===== src/rtl/ifetch_unit_pkg.sv =====
// Shared definitions for the instruction fetch stage: FSM encodings,
// default reset PC and J-type field layout.
package ifetch_unit_pkg;

  typedef enum logic [1:0] {
    ST_IDLE  = 2'b00,
    ST_REQ   = 2'b01,
    ST_HOLD  = 2'b10,
    ST_FAULT = 2'b11
  } fetch_state_t;

  localparam logic [31:0] DEFAULT_RESET_PC = 32'h0000_0000;

  localparam int J_INDEX_MSB = 25;
  localparam int J_INDEX_LSB = 0;
  localparam int J_INDEX_W   = J_INDEX_MSB - J_INDEX_LSB + 1;

  // Pseudo-direct jump target: region bits of PC+4 glued to the word index.
  function automatic logic [31:0] jump_target(input logic [31:0] pc_plus_4,
                                              input logic [J_INDEX_W-1:0] index);
    return {pc_plus_4[31:28], index, 2'b00};
  endfunction

endpackage


===== src/rtl/ifetch_unit_next_pc_logic.sv =====
// Combinational next-PC selection from execute's redirect results,
// plus a word-alignment check on the chosen target.
module next_pc_logic
  import ifetch_unit_pkg::*;
(
  input  logic [31:0]          i_pc_plus_4,
  input  logic [J_INDEX_W-1:0] i_instr_index,
  input  logic                 i_branch,
  input  logic                 i_nbranch,
  input  logic                 i_jmp,
  input  logic                 i_jal,
  input  logic                 i_jr,
  input  logic                 i_zero,
  input  logic [31:0]          i_addr_result,
  input  logic [31:0]          i_read_data_1,
  output logic [31:0]          o_next_pc,
  output logic                 o_misaligned
);

  logic w_take_branch;

  assign w_take_branch = (i_branch & i_zero) | (i_nbranch & ~i_zero);

  // Priority mux: jr beats jumps beats taken branches beats sequential.
  always_comb begin
    o_next_pc = i_pc_plus_4;
    if (i_jr) begin
      o_next_pc = i_read_data_1;
    end else if (i_jmp | i_jal) begin
      o_next_pc = jump_target(i_pc_plus_4, i_instr_index);
    end else if (w_take_branch) begin
      o_next_pc = i_addr_result;
    end else begin
      o_next_pc = i_pc_plus_4;
    end
  end

  assign o_misaligned = (o_next_pc[1:0] != 2'b00);

endmodule


===== src/rtl/ifetch_unit.sv =====
// Instruction fetch stage: PC, req/rvalid memory fetch, valid/ready
// hand-off to execute, redirect on accept and sticky misalignment fault.
module ifetch_unit
  import ifetch_unit_pkg::*;
#(
  parameter logic [31:0] RESET_PC = DEFAULT_RESET_PC
) (
  input  logic        clock,
  input  logic        reset,
  output logic        imem_req,
  output logic [31:0] imem_addr,
  input  logic [31:0] imem_rdata,
  input  logic        imem_rvalid,
  output logic [31:0] Instruction,
  output logic        inst_valid,
  input  logic        inst_ready,
  output logic [31:0] PC_plus_4,
  input  logic        Branch,
  input  logic        nBranch,
  input  logic        Jmp,
  input  logic        Jal,
  input  logic        Jr,
  input  logic        Zero,
  input  logic [31:0] Addr_result,
  input  logic [31:0] Read_data_1,
  output logic [31:0] link_addr,
  output logic        fetch_fault,
  output logic [31:0] inst_count
);

  fetch_state_t r_state;
  fetch_state_t w_state_next;
  logic [31:0]  r_pc;
  logic [31:0]  r_instr;
  logic [31:0]  r_link;
  logic [31:0]  r_count;
  logic         r_fault;
  logic [31:0]  w_pc_plus_4;
  logic [31:0]  w_next_pc;
  logic         w_misaligned;
  logic         w_accept;

  assign w_pc_plus_4 = r_pc + 32'd4;
  assign w_accept    = (r_state == ST_HOLD) & inst_ready;

  next_pc_logic u_next_pc (
    .i_pc_plus_4   (w_pc_plus_4),
    .i_instr_index (r_instr[J_INDEX_MSB:J_INDEX_LSB]),
    .i_branch      (Branch),
    .i_nbranch     (nBranch),
    .i_jmp         (Jmp),
    .i_jal         (Jal),
    .i_jr          (Jr),
    .i_zero        (Zero),
    .i_addr_result (Addr_result),
    .i_read_data_1 (Read_data_1),
    .o_next_pc     (w_next_pc),
    .o_misaligned  (w_misaligned)
  );

  // Next-state decode for the fetch FSM.
  always_comb begin
    w_state_next = r_state;
    case (r_state)
      ST_IDLE:  w_state_next = ST_REQ;
      ST_REQ:   w_state_next = imem_rvalid ? ST_HOLD : ST_REQ;
      ST_HOLD: begin
        if (w_accept) begin
          w_state_next = w_misaligned ? ST_FAULT : ST_REQ;
        end else begin
          w_state_next = ST_HOLD;
        end
      end
      ST_FAULT: w_state_next = ST_FAULT;
      default:  w_state_next = ST_IDLE;
    endcase
  end

  // State, PC, instruction, link, counter and fault registers.
  always_ff @(posedge clock) begin
    if (reset) begin
      r_state <= ST_IDLE;
      r_pc    <= RESET_PC;
      r_instr <= 32'h0000_0000;
      r_link  <= 32'h0000_0000;
      r_count <= 32'h0000_0000;
      r_fault <= 1'b0;
    end else begin
      r_state <= w_state_next;
      if ((r_state == ST_REQ) && imem_rvalid) begin
        r_instr <= imem_rdata;
      end
      if (w_accept) begin
        r_pc    <= w_next_pc;
        r_count <= r_count + 32'd1;
        if (Jal) begin
          r_link <= w_pc_plus_4;
        end
        if (w_misaligned) begin
          r_fault <= 1'b1;
        end
      end
    end
  end

  assign imem_req    = (r_state == ST_REQ);
  assign imem_addr   = r_pc;
  assign inst_valid  = (r_state == ST_HOLD);
  assign Instruction = r_instr;
  assign PC_plus_4   = w_pc_plus_4;
  assign link_addr   = r_link;
  assign fetch_fault = r_fault;
  assign inst_count  = r_count;

endmodule


===== config.mk =====
export PLATFORM = sky130hd
export DESIGN_NAME = ifetch_unit
export DESIGN_NICKNAME = d
export VERILOG_FILES = /design/src/rtl/ifetch_unit_pkg.sv /design/src/rtl/ifetch_unit_next_pc_logic.sv /design/src/rtl/ifetch_unit.sv
export SDC_FILE = /design/constraint.sdc
export NUM_CORES = 1
export LEC_CHECK = 0
export CORE_MARGIN = 10
export CORE_UTILIZATION = 30
export DETAILED_ROUTE_END_ITERATION = 8
export PLACE_DENSITY = 0.7
export SYNTH_ARGS = -nofsm -noshare
export SYNTH_HDL_FRONTEND = slang
export SYNTH_SLANG_ARGS = --single-unit

===== constraint.sdc =====
create_clock -name clock -period 3.7 [get_ports clock]
set_input_delay 0.555 -clock clock [delete_from_list [all_inputs] [get_ports clock]]
set_output_delay 0.555 -clock clock [all_outputs]
set_load 0.05 [all_outputs]

# Word level (Yosys, flattened, before mapping)
# Index checks and enable logic that the tools add are counted.
[word_totals] out_inout_bits=163 wordCells=29 input_bits=106 ff_bits=131
[classes] bitwise_logic=6 n_reduce_logical=5 addsub=2 n_eq_ne=3 mux=7
[ops] cell="$mux 32" count=3
[ops] cell="$add 32x1->32 const B" count=1
[ops] cell="$add 32x3->32 const B" count=1
[ops] cell="$pmux 2 s4" count=1
[ops] cell="$mux 2" count=3
[ops] cell="$eq 2x2->1 const B" count=2
[ops] cell="$reduce_and 2->1" count=2
[ops] cell="$and 1x1->1" count=3
[ops] cell="$eq 2x1->1 const B" count=1
[ops] cell="$logic_not 2->1" count=1
[ops] cell="$or 1x1->1" count=2
[ops] cell="$reduce_bool 2->1" count=1
[ops] cell="$logic_and 1x1->1" count=1
[ops] cell="$not 1->1" count=1

# Depth between registers and ports, before layout
# Gate-level depths: netlist (run 1).
[logic_depth] ltp_word=10 ltp_mapped=8 mapped_depth_nobuf=6

# Cells and area by module
# A second synthesis (run 1) with hierarchy kept.
[hier_totals] hier_cells=860 area_unflattened_um2=6809.0
[by_module_without_submodules] mod="ifetch_unit" cells_per_inst=708 area_each_um2=5764.3 seq_area_each_um2=2622.5 n_inst=1
[by_module_without_submodules] mod="next_pc_logic" cells_per_inst=152 area_each_um2=1044.8 seq_area_each_um2=0.0 n_inst=1

# Least setup slack after synthesis (run 1)
# No wires, ideal clock.
[synth_timing] path_type="flip-flop to output port" from="reg r_pc[17] (netlist: imem_addr[17])" to="out PC_plus_4[30]" path_buffers=1 slack_ns=0.427 path_stages_with_launch=6 required_time_ns=3.145 arrival_ns=2.718 path_cell_list="dfxtp_1 > clkbuf_8 > and4_1 > nand4_2 > or4_1 > xnor2_1"
[synth_via] elab_chain_len=1
[synth_lines] element="from (decl)" line_no="ifetch_unit.sv:33" source="logic [31:0] r_pc;"
[synth_lines] element="from (signal assigned)" line_no="ifetch_unit.sv:94" source="r_pc <= w_next_pc;"
[synth_lines] element="$add 32x3->32" line_no="ifetch_unit.sv:43" source="assign w_pc_plus_4 = r_pc + 32'd4;"
[synth_lines] element="to (decl)" line_no="ifetch_unit.sv:17" source="output logic [31:0] PC_plus_4,"
# Every way passes these cells.

# Worst setup path in the final report (run 1)
[layout_timing] from="reg r_pc[2] (netlist: imem_addr[2])" to="out PC_plus_4[12]"
# The elaborated chain is that of the path after synthesis.

==> reports/qor.csv, run 1 <==
stage;metric;value;unit
hold_path;worstHoldPathType;reg2reg;
synth;yosysSeqAreaShare;0.382;
global_route;grt_overflow;0;
clock_network;cts_sinks;131;
final_layout;drive_gt1_frac;0.0716;
timing;setup_tns;0;ps
timing;setup_viol;0;
timing;rsz0062_at_grt;no;
clock_network;cts-root-buf;clkbuf_16;
final_layout;final_common_cell;clkdlybuf4s50_1;
final_layout;layout_common_cells;clkdlybuf4s50_1, dfxtp_1, nand2_1;
floorplan;fp.dieW;171;um
floorplan;fp-row-count;55;
pwr;p_leak;3.93;nW
setup_path;cp_max_fo;7;
routing;drt-pass1-iter-count;5;
global_route;antenna_found_initial;5;
run;maxCapViolations;0;
setup_path;end_kind;primary output;
timing;fin_crit_sh;0.946;
synth;ys_async_sr_fraction;0;
floorplan;fp.dieH;171;um
final_layout;fin_util;0.457;
placed_design;hpwl;22.3;mm
clock_network;cts_tree;built;
final_layout;syn_to_final_growth;50.4;%
global_route;grt_pass1_wl;43.2;mm
synth;yosys_warnings;0;
setup_path;startpoint;imem_addr[2]$_SDFFE_PP0P_;
floorplan;core;22600;um2
routing;ant_nets;0;
hold_path;min_from;Instruction[29]$_SDFFE_PP0P_;
placed_design;port-buffer-count;268;
clock_network;cts.path.max_buffers;2;
setup_path;worstPathRequired;3140;ps
timing;finalClockSkew;11.0;ps
timing;fmax;0.286;GHz
setup_path;cp.arrival;2950;ps
final_layout;n_fill_cell;2236;
clock_network;path_clk_slew;70;ps
routing;drc;0;
synth;synth-edff-count;0;
routing;vias;7450;
routing;viasPerCell;5.30;
synth;synth_ff_type;dfxtp_1;
hold_path;holdPathStages;2;
timing;worstMarginPinSlew;810;ps
pwr;ir_worst_vdd;0.000260;V
synth;synth_nets;973;
global_route;grt_max_degree;48;
timing;slew_viol_final;0;
pwr;power.density;372;nW/um2
synth;synthesis.area;6860;um2
timing;finalHoldViolCount;0;
synth;ys_types;71;
floorplan;start_util;0.304;
setup_path;timing.rr.start;imem_addr[7]$_SDFFE_PP0P_;
setup_path;startpoint_type;flop;
global_route;grt_pass1_vias;6999;
clock_network;cts_setup_buffers;0;
synth;synth_cells;865;
run_status;status;complete, no violations;
synth;syn_area_per_cell;7.93;um2
clock_network;insertion_delay;420;ps
floorplan;top_level_ports;269;
synth;synth-seq-cells;131;
routing;drtIter0Drc;449;
final_layout;regArea;2620;um2
clock_network;cts_buffers;17;
final_layout;layout.nets;1212;
floorplan;die_area;29300;um2
clock_network;cts.htree.levels;4;
timing;fin_crit;3500;ps
routing;finalWirelength;29.3;mm
setup_path;path_class;reg2out;
timing;max_slew_margin;0.460;
final_layout;multi_input_area;3850;um2
routing;wl_per_cell;20.8;um
placed_design;globalplace.congestion;0.913;
setup_path;r2r_cells;5;
global_route;grt_usage;0.191;
[final timing paths]
check,slack (ps),to
max,200,PC_plus_4[12]
min,460,Instruction[29]$_SDFFE_PP0P_
max reg2reg,1380,imem_addr[23]$_SDFFE_PP0P_
min reg2reg,460,Instruction[29]$_SDFFE_PP0P_
[critical path, cell delays in order, from the launching register on]
cell and delay, ps:
dfxtp_1 460, ha_1 320, and3_1 270, nand4_1 130
xnor2_1 440, clkdlybuf4s50_1 910
[registers in the layout, summed over array words and instances (netlist names)]
name,count
link_addr,32
Instruction,32
r_state,2
inst_count,32
fetch_fault,1
imem_addr,32
[cell usage after synthesis, types with 6 or more instances]
| cell type | instances | area share |
|---|---|---|
| mux2i_1 | 7 | 0.010 |
| or3_1 | 10 | 0.0091 |
| inv_1 | 11 | 0.0060 |
| a21oi_1 | 63 | 0.046 |
| nand2_1 | 120 | 0.066 |
| nor2b_1 | 6 | 0.0055 |
| nor2_1 | 102 | 0.056 |
| nand2b_1 | 10 | 0.0091 |
| o21a_1 | 9 | 0.0098 |
| o21ai_0 | 33 | 0.024 |
| and4_1 | 11 | 0.014 |
| dfxtp_1 | 131 | 0.38 |
| xor2_1 | 32 | 0.041 |
| nand4_1 | 28 | 0.026 |
| nor3_1 | 36 | 0.026 |
| nor4_1 | 7 | 0.0064 |
| and3_1 | 14 | 0.013 |
| nand3_1 | 30 | 0.022 |
| a221oi_1 | 8 | 0.010 |
| a211oi_1 | 16 | 0.018 |
| buf_1 | 7 | 0.0038 |
| xnor2_1 | 15 | 0.019 |
| nand3b_1 | 10 | 0.011 |
| clkbuf_1 | 47 | 0.026 |
[report_power, final]
part / total [W] / switching, W / internal (W)
combinational: 0.000642 / 0.000391 / 0.000251
sequential: 0.00150 / 0.0000473 / 0.00145
clock: 0.00170 / 0.000793 / 0.000904
[stage by stage]
| step | instance area, um2 | total power [W] | cells | hold slack, ps | setup WS [ps] |
|---|---|---|---|---|---|
| global route | 10300 | 0.00398 | 1404 | 491 | 64.6 |
| detailed placement | 9700 | 0.00217 | 1370 | 450 | 482 |
| floorplan | 6860 | 0.00187 | 865 | 497 | 427 |
| finish | 10300 | 0.00383 | 1406 | 457 | 198 |
| CTS | 10300 | 0.00387 | 1402 | 459 | 25.7 |
| global placement | 9700 | 0.00217 | 1370 | 442 | 490 |
[cell type report]
| class | instances | share of cell area |
|---|---|---|
| Clock buffer | 17 | 0.0412 |
| Sequential cell | 131 | 0.254 |
| Inverter | 11 | 0.00400 |
| Multi-Input combinational cell | 654 | 0.373 |
| Antenna cell | 4 | 0.000970 |
| Tap cell | 285 | 0.0346 |
| Clock inverter | 15 | 0.0154 |
| Timing Repair Buffer | 289 | 0.277 |
[kinds of logic after synthesis]
logic type / synth area share
DFF: 0.382
buffers and inverters: 0.0576
xor gates and xnor gates: 0.0647
muxes: 0.0151
adders and majority gates: 0.00365
AOI/OAI and AO/OA: 0.173
and+or+nand+nor: 0.303
[per-layer routing]
layer	GRT usage	wire length [um]
met1	0.245	12800
met2	0.296	13100
met3	0.0692	2830
met4	0.0522	534
met5	0	13
[timing repair]
item | CTS | global route
endpoints found under the setup margin | 0 | 11
resized for setup | 0 | 11
hold buffers | 0 | 0
(Power assumes the default switching activity.)
==> inputs of run 2 (changes only) <==
Settings changed: GPL_TIMING_DRIVEN set to 0.
Clock period 3.7 ns to 4.41 ns, I/O delays scaled along.
==> run 2 against run 1 <==
  * Clock skew down 0.68 ps
  * Critical path type unchanged
  * Die area unchanged
  * Via count up 3.0%
  * Sequential share of layout area down 0.37 points
  * Flip-flop and latch count unchanged
  * Global-route usage up 2.1 points
  * Critical endpoint is now PC_plus_4[27]
  * Hold slack better by 0.52 ps
==> reports/qor.csv, run 2 (synthesis results as in run 1) <==
stage;metric;value;unit;change
run_status;status;complete, no violations;;
timing;finalHoldViolCount;0;;unchanged
timing;rsz0062_at_grt;no;;
floorplan;start_util;0.304;;unchanged
placed_design;port-buffer-count;268;;unchanged
setup_path;path_class;reg2out;;
placed_design;detailedPlace.worstSlack;829;ps;+348 ps
timing;finalClockSkew;10.3;ps;-0.682 ps
clock_network;cts.path.max_buffers;2;;unchanged
final_layout;final_common_cell;clkdlybuf4s50_1;;
final_layout;regArea;2620;um2;unchanged
clock_network;postCtsHoldBufs;0;;unchanged
pwr;swShare;0.320;;-0.000885
pwr;power.density;306;nW/um2;-18%
timing;setup_tns;0;ps;unchanged
global_route;grt_pass1_vias;7440;;+6.3%
final_layout;multi_input_area;3840;um2;-0.13%
final_layout;stdcell_count;1453;;+3.3%
pwr;clkPwrFrac;0.432;;-0.011
routing;drtIter0Drc;630;;+40%
pwr;p_leak;3.77;nW;-4.2%
floorplan;top_level_ports;269;;unchanged
clock_network;cts_resized;0;;unchanged
global_route;grt_usage;0.212;;+0.0207
pwr;p_sw;0.00103;W;-17%
clock_network;cts.htree.levels;4;;unchanged
timing;max_slew_margin;0.0782;;-0.382
timing;setup_viol;0;;unchanged
timing;fin_crit_sh;0.894;;
setup_path;r2r_cells;7;;+2
floorplan;die_area;29300;um2;unchanged
pwr;power.internal;0.00218;W;-16%
floorplan;core;22600;um2;unchanged
routing;drc;0;;unchanged
routing;wl_per_cell;22.0;um;+5.5%
clock_network;cts_tree;built;;
clock_network;cts_sinks;131;;unchanged
run;maxCapViolations;0;;unchanged
global_route;grt_pass1_wl;46.7;mm;+8.0%
clock_network;cts_setup_buffers;0;;unchanged
clock_network;insertion_delay;430;ps;about the same
timing;fin_ws;466;ps;+268 ps
timing;fin_crit;3940;ps;
clock_network;cts-root-buf;clkbuf_16;;
routing;finalWirelength;31.9;mm;+9.1%
routing;viasPerCell;5.28;;-0.34%
global_route;grt_max_degree;17;;-65%
setup_path;startpoint_type;flop;;
timing;slew_viol_final;0;;unchanged
global_route;grt_overflow;0;;unchanged
placed_design;globalplace.congestion;0.956;;+4.7%
final_layout;layout.nets;1260;;+4.0%
hold_path;holdPathStages;2;;unchanged
routing;ant_nets;0;;unchanged
setup_path;end_kind;primary output;;
pwr;combPwrFrac;0.177;;+0.010
final_layout;syn_to_final_growth;52.6;%;
setup_path;cp_max_fo;10;;+3
floorplan;fp-row-count;55;;unchanged
placed_design;hpwl;25.4;mm;+14%
routing;drt-pass1-iter-count;5;;unchanged
routing;vias;7673;;+3.0%
pwr;ir_worst_vdd;0.000257;V;-1.5%
setup_path;cp.arrival;3280;ps;+330 ps
final_layout;drive_gt1_frac;0.0584;;-0.0133
hold_path;worstHoldPathType;reg2reg;;
clock_network;cts_buffers;17;;unchanged
clock_network;path_clk_slew;70;ps;about the same
floorplan;fp.dieW;171;um;unchanged
pwr;total_power;0.00320;W;-16%
global_route;antenna_found_initial;5;;unchanged
timing;fmax;0.254;GHz;
placed_design;place_inst;1418;;+3.5%
final_layout;layout_common_cells;clkdlybuf4s50_1, dfxtp_1, nand2_1;;
final_layout;n_fill_cell;2274;;+1.7%
setup_path;worstPathRequired;3750;ps;+610 ps
timing;worstMarginPinSlew;1340;ps;+534 ps
floorplan;fp.dieH;171;um;unchanged
pwr;power.share.sequential;0.391;;about the same
[run 2: cell types whose count changed in the layout (fill, tap and decap cells not counted), moves of 2 or more]
cell	delta
buf_1	+7
buf_4	-21
buf_6	+4
clkbuf_1	+47
clkbuf_8	+5
clkdlybuf4s50_1	+15
clkinv_8	-2
dlymetal6s2s_1	-11
inv_6	+3
inv_8	-2
[run 2: cell type report]
class | instances | area share
Timing Repair Buffer | 268 | 0.256
Clock buffer | 17 | 0.0406
Clock inverter | 15 | 0.0131
Tap cell | 285 | 0.0341
Antenna cell | 3 | 0.000717
Multi-Input combinational cell | 654 | 0.367
Inverter | 11 | 0.00394
Sequential cell | 131 | 0.250
Buffer | 69 | 0.0338
[run 2: per-layer routing]
layer  share of wire  up-vias  GRT usage  wire, um
met4           0.027        4     0.0847       856
met2            0.47      346      0.343     14900
li1                -     3681          -         -
met5         0.00085        -          0        27
met3           0.087       49     0.0578      2780
met1            0.42     3593      0.260     13400
[run 2: per-stage QoR]
stage | util | hold slack, ps | cell area (um2)
finish | 0.464 | 458 | 10500
floorplan | - | 497 | 6860
global placement | 0.439 | 442 | 9900
CTS | 0.464 | 459 | 10500
global route | 0.464 | 483 | 10500
detailed placement | 0.439 | 450 | 9900
[run 2: worst max-delay path: stages (launching register included)]
cell             delay, ps
dfxtp_1                490
nand4_1                240
or3_4                  430
buf_6                  170
nor4_4                 440
xor2_1                 240
clkdlybuf4s50_1        850
[run 2: final timing paths]
path              slack (ps)                      start                        end
setup / recovery         470  imem_addr[2]$_SDFFE_PP0P_              PC_plus_4[27]
hold / removal           460  link_addr[1]$_SDFFE_PP0P_  link_addr[1]$_SDFFE_PP0P_
setup reg to reg        1930      r_state[0]$_SDFF_PP0_  link_addr[2]$_SDFFE_PP0P_
hold reg to reg          460  link_addr[1]$_SDFFE_PP0P_  link_addr[1]$_SDFFE_PP0P_
[run 2: power by group through the flow]
stage                     Combinational [W]  Sequential, W  Clock [W]
after floorplan                    0.000198        0.00137          0
after global placement             0.000562        0.00128          0
after detailed placement           0.000564        0.00128          0
after CTS                          0.000566        0.00125    0.00140
after global routing               0.000597        0.00126    0.00145
final                              0.000567        0.00125    0.00138
==> inputs of run 3 (changes only) <==
Settings changed: CTS_CLUSTER_DIAMETER set to 200, SLEW_MARGIN set to 20.
==> run 3 against run 2 <==
  * Register-to-register slack lost 30 ps
  * Sequential share of layout area is essentially flat
  * Total power grew 0.14%
  * Clock power is essentially flat
  * Fmax grew 0.22%
  * Largest power group unchanged
==> reports/qor.csv, run 3 (synthesis results as in run 1) <==
stage;metric;value;unit;change
timing;finalClockSkew;10.4;ps;+0.132 ps
floorplan;core;22600;um2;unchanged
clock_network;insertion_delay;440;ps;about the same
clock_network;cts-root-buf;clkbuf_16;;
timing;setup_viol;0;;unchanged
floorplan;fp-row-count;55;;unchanged
pwr;p_leak;3.77;nW;about the same
setup_path;worstPathRequired;3750;ps;about the same
timing;fin_crit_sh;0.892;;-0.00196
clock_network;cts_sinks;131;;unchanged
routing;viasPerCell;5.28;;about the same
floorplan;die_area;29300;um2;unchanged
clock_network;cts_resized;0;;unchanged
timing;max_slew_margin;0.424;;+0.345
routing;drtIter0Drc;674;;+7.0%
setup_path;cp.arrival;3270;ps;about the same
routing;met2_wirelength;14.8;mm;-0.87%
placed_design;globalplace.congestion;0.956;;unchanged
setup_path;cp_max_fo;7;;-3
routing;vias;7681;;+0.10%
setup_path;timing.rr.start;r_state[0]$_SDFF_PP0_;;
routing;wl_per_cell;22.1;um;+0.39%
setup_path;startpoint_type;flop;;
routing;highest_layer;met5;;
clock_network;cts_buffers;17;;unchanged
run_status;status;complete, no violations;;
timing;slew_viol_final;0;;unchanged
timing;rsz0062_at_grt;no;;
global_route;grt_usage;0.214;;+0.00210
routing;wl_met3;2.81;mm;+0.94%
global_route;grt_max_degree;17;;unchanged
setup_path;end_kind;primary output;;
global_route;grt_pass1_wl;47.3;mm;+1.3%
floorplan;start_util;0.304;;unchanged
setup_path;r2r_setup_slack;1900;ps;-30 ps
timing;fin_crit;3930;ps;-8.66 ps
final_layout;syn_to_final_growth;52.7;%;about the same
placed_design;detailedPlace.worstSlack;881;ps;+51.9 ps
global_route;grt_overflow;0;;unchanged
final_layout;drive_gt1_frac;0.0592;;+0.000858
timing;finalHoldViolCount;0;;unchanged
timing;holdWs;456;ps;-2.09 ps
timing;fmax;0.254;GHz;+0.22%
hold_path;min_from;link_addr[0]$_SDFFE_PP0P_;;
setup_path;path_cells;and4_2, clkbuf_1, nand4_1, nor4_2, xor2_1, clkdlybuf4s50_1;;
floorplan;fp.dieW;171;um;unchanged
clock_network;postCtsHoldBufs;0;;unchanged
timing;worstMarginPinSlew;848;ps;-496 ps
timing;fin_ws;475;ps;+8.66 ps
global_route;grt_pass1_vias;7549;;+1.5%
timing;setup_tns;0;ps;unchanged
setup_path;startpoint;imem_addr[6]$_SDFFE_PP0P_;;
clock_network;cts_tree;built;;
final_layout;layout.nets;1260;;unchanged
clock_network;cts.path.max_buffers;2;;unchanged
setup_path;path_class;reg2out;;
placed_design;place_area;9900;um2;about the same
clock_network;cts_setup_buffers;0;;unchanged
pwr;power.density;306;nW/um2;about the same
run;maxCapViolations;0;;unchanged
routing;ant_nets;0;;unchanged
setup_path;max_stage_delay;860;ps;about the same
clock_network;path_clk_slew;60;ps;about the same
routing;wirelength_met1;13.4;mm;+0.21%
placed_design;hpwl;25.6;mm;+0.53%
routing;drt-pass1-iter-count;5;;unchanged
final_layout;n_fill_cell;2253;;-0.92%
final_layout;final_common_cell;clkdlybuf4s50_1;;
clock_network;cts.htree.levels;4;;unchanged
floorplan;fp.dieH;171;um;unchanged
routing;finalWirelength;32.1;mm;+0.46%
setup_path;crit_slowest_cell;clkdlybuf4s50_1;;
global_route;antenna_found_initial;6;;+1
pwr;ir_worst_vdd;0.000253;V;-1.3%
final_layout;fin_util;0.464;;about the same
placed_design;port-buffer-count;268;;unchanged
final_layout;fin_area;10500;um2;about the same
hold_path;worstHoldPathType;reg2reg;;
floorplan;top_level_ports;269;;unchanged
routing;drc;0;;unchanged
final_layout;layout_common_cells;clkdlybuf4s50_1, dfxtp_1, nand2_1;;
==> run 3: layout make-up <==
cell class,count,area [um2],share of cell area
antenna,4,10.0,0.000955
tap,285,357,0.0340
multi-input combinational,654,3850,0.367
buffer,69,354,0.0338
clock inverter,15,138,0.0131
timing repair buffer,268,2680,0.256
inverter,11,41.3,0.00394
sequential,131,2620,0.250
clock buffer,17,425,0.0406
==> run 3: critical path, delay by kind of cell, from the launching register on <==
kind / cells / cell delay [ps]
DFF: 1 / 500
and+or+nand+nor: 3 / 920
buffers and inverters: 2 / 1150
xor gates and xnor gates: 1 / 270
==> run 3: path summary, 6_finish.rpt <==
check | end | cells past startpoint
hold reg to reg | link_addr[0]$_SDFFE_PP0P_ | 2
setup reg to reg | link_addr[2]$_SDFFE_PP0P_ | 7
setup / recovery | PC_plus_4[26] | 6
hold / removal | link_addr[0]$_SDFFE_PP0P_ | 2
==> run 3: routing by layer <==
| layer | track usage | up-vias |
|---|---|---|
| li1 | - | 3669 |
| met1 | 0.261 | 3597 |
| met2 | 0.340 | 344 |
| met3 | 0.0644 | 67 |
| met4 | 0.0941 | 4 |
| met5 | 0 | - |
==> run 3: power breakdown <==
group | switching (W) | leakage [nW] | internal (W) | total [W]
combinational | 0.000348 | 2.44 | 0.000218 | 0.000566
clock | 0.000643 | 0.270 | 0.000747 | 0.00139
sequential | 0.0000385 | 1.06 | 0.00122 | 0.00125
==> run 3: through the flow <==
step / power (W) / cells
finish: 0.00321 / 1454
global route: 0.00331 / 1453
CTS: 0.00323 / 1450
detailed placement: 0.00184 / 1418
global placement: 0.00184 / 1418
floorplan: 0.00157 / 865
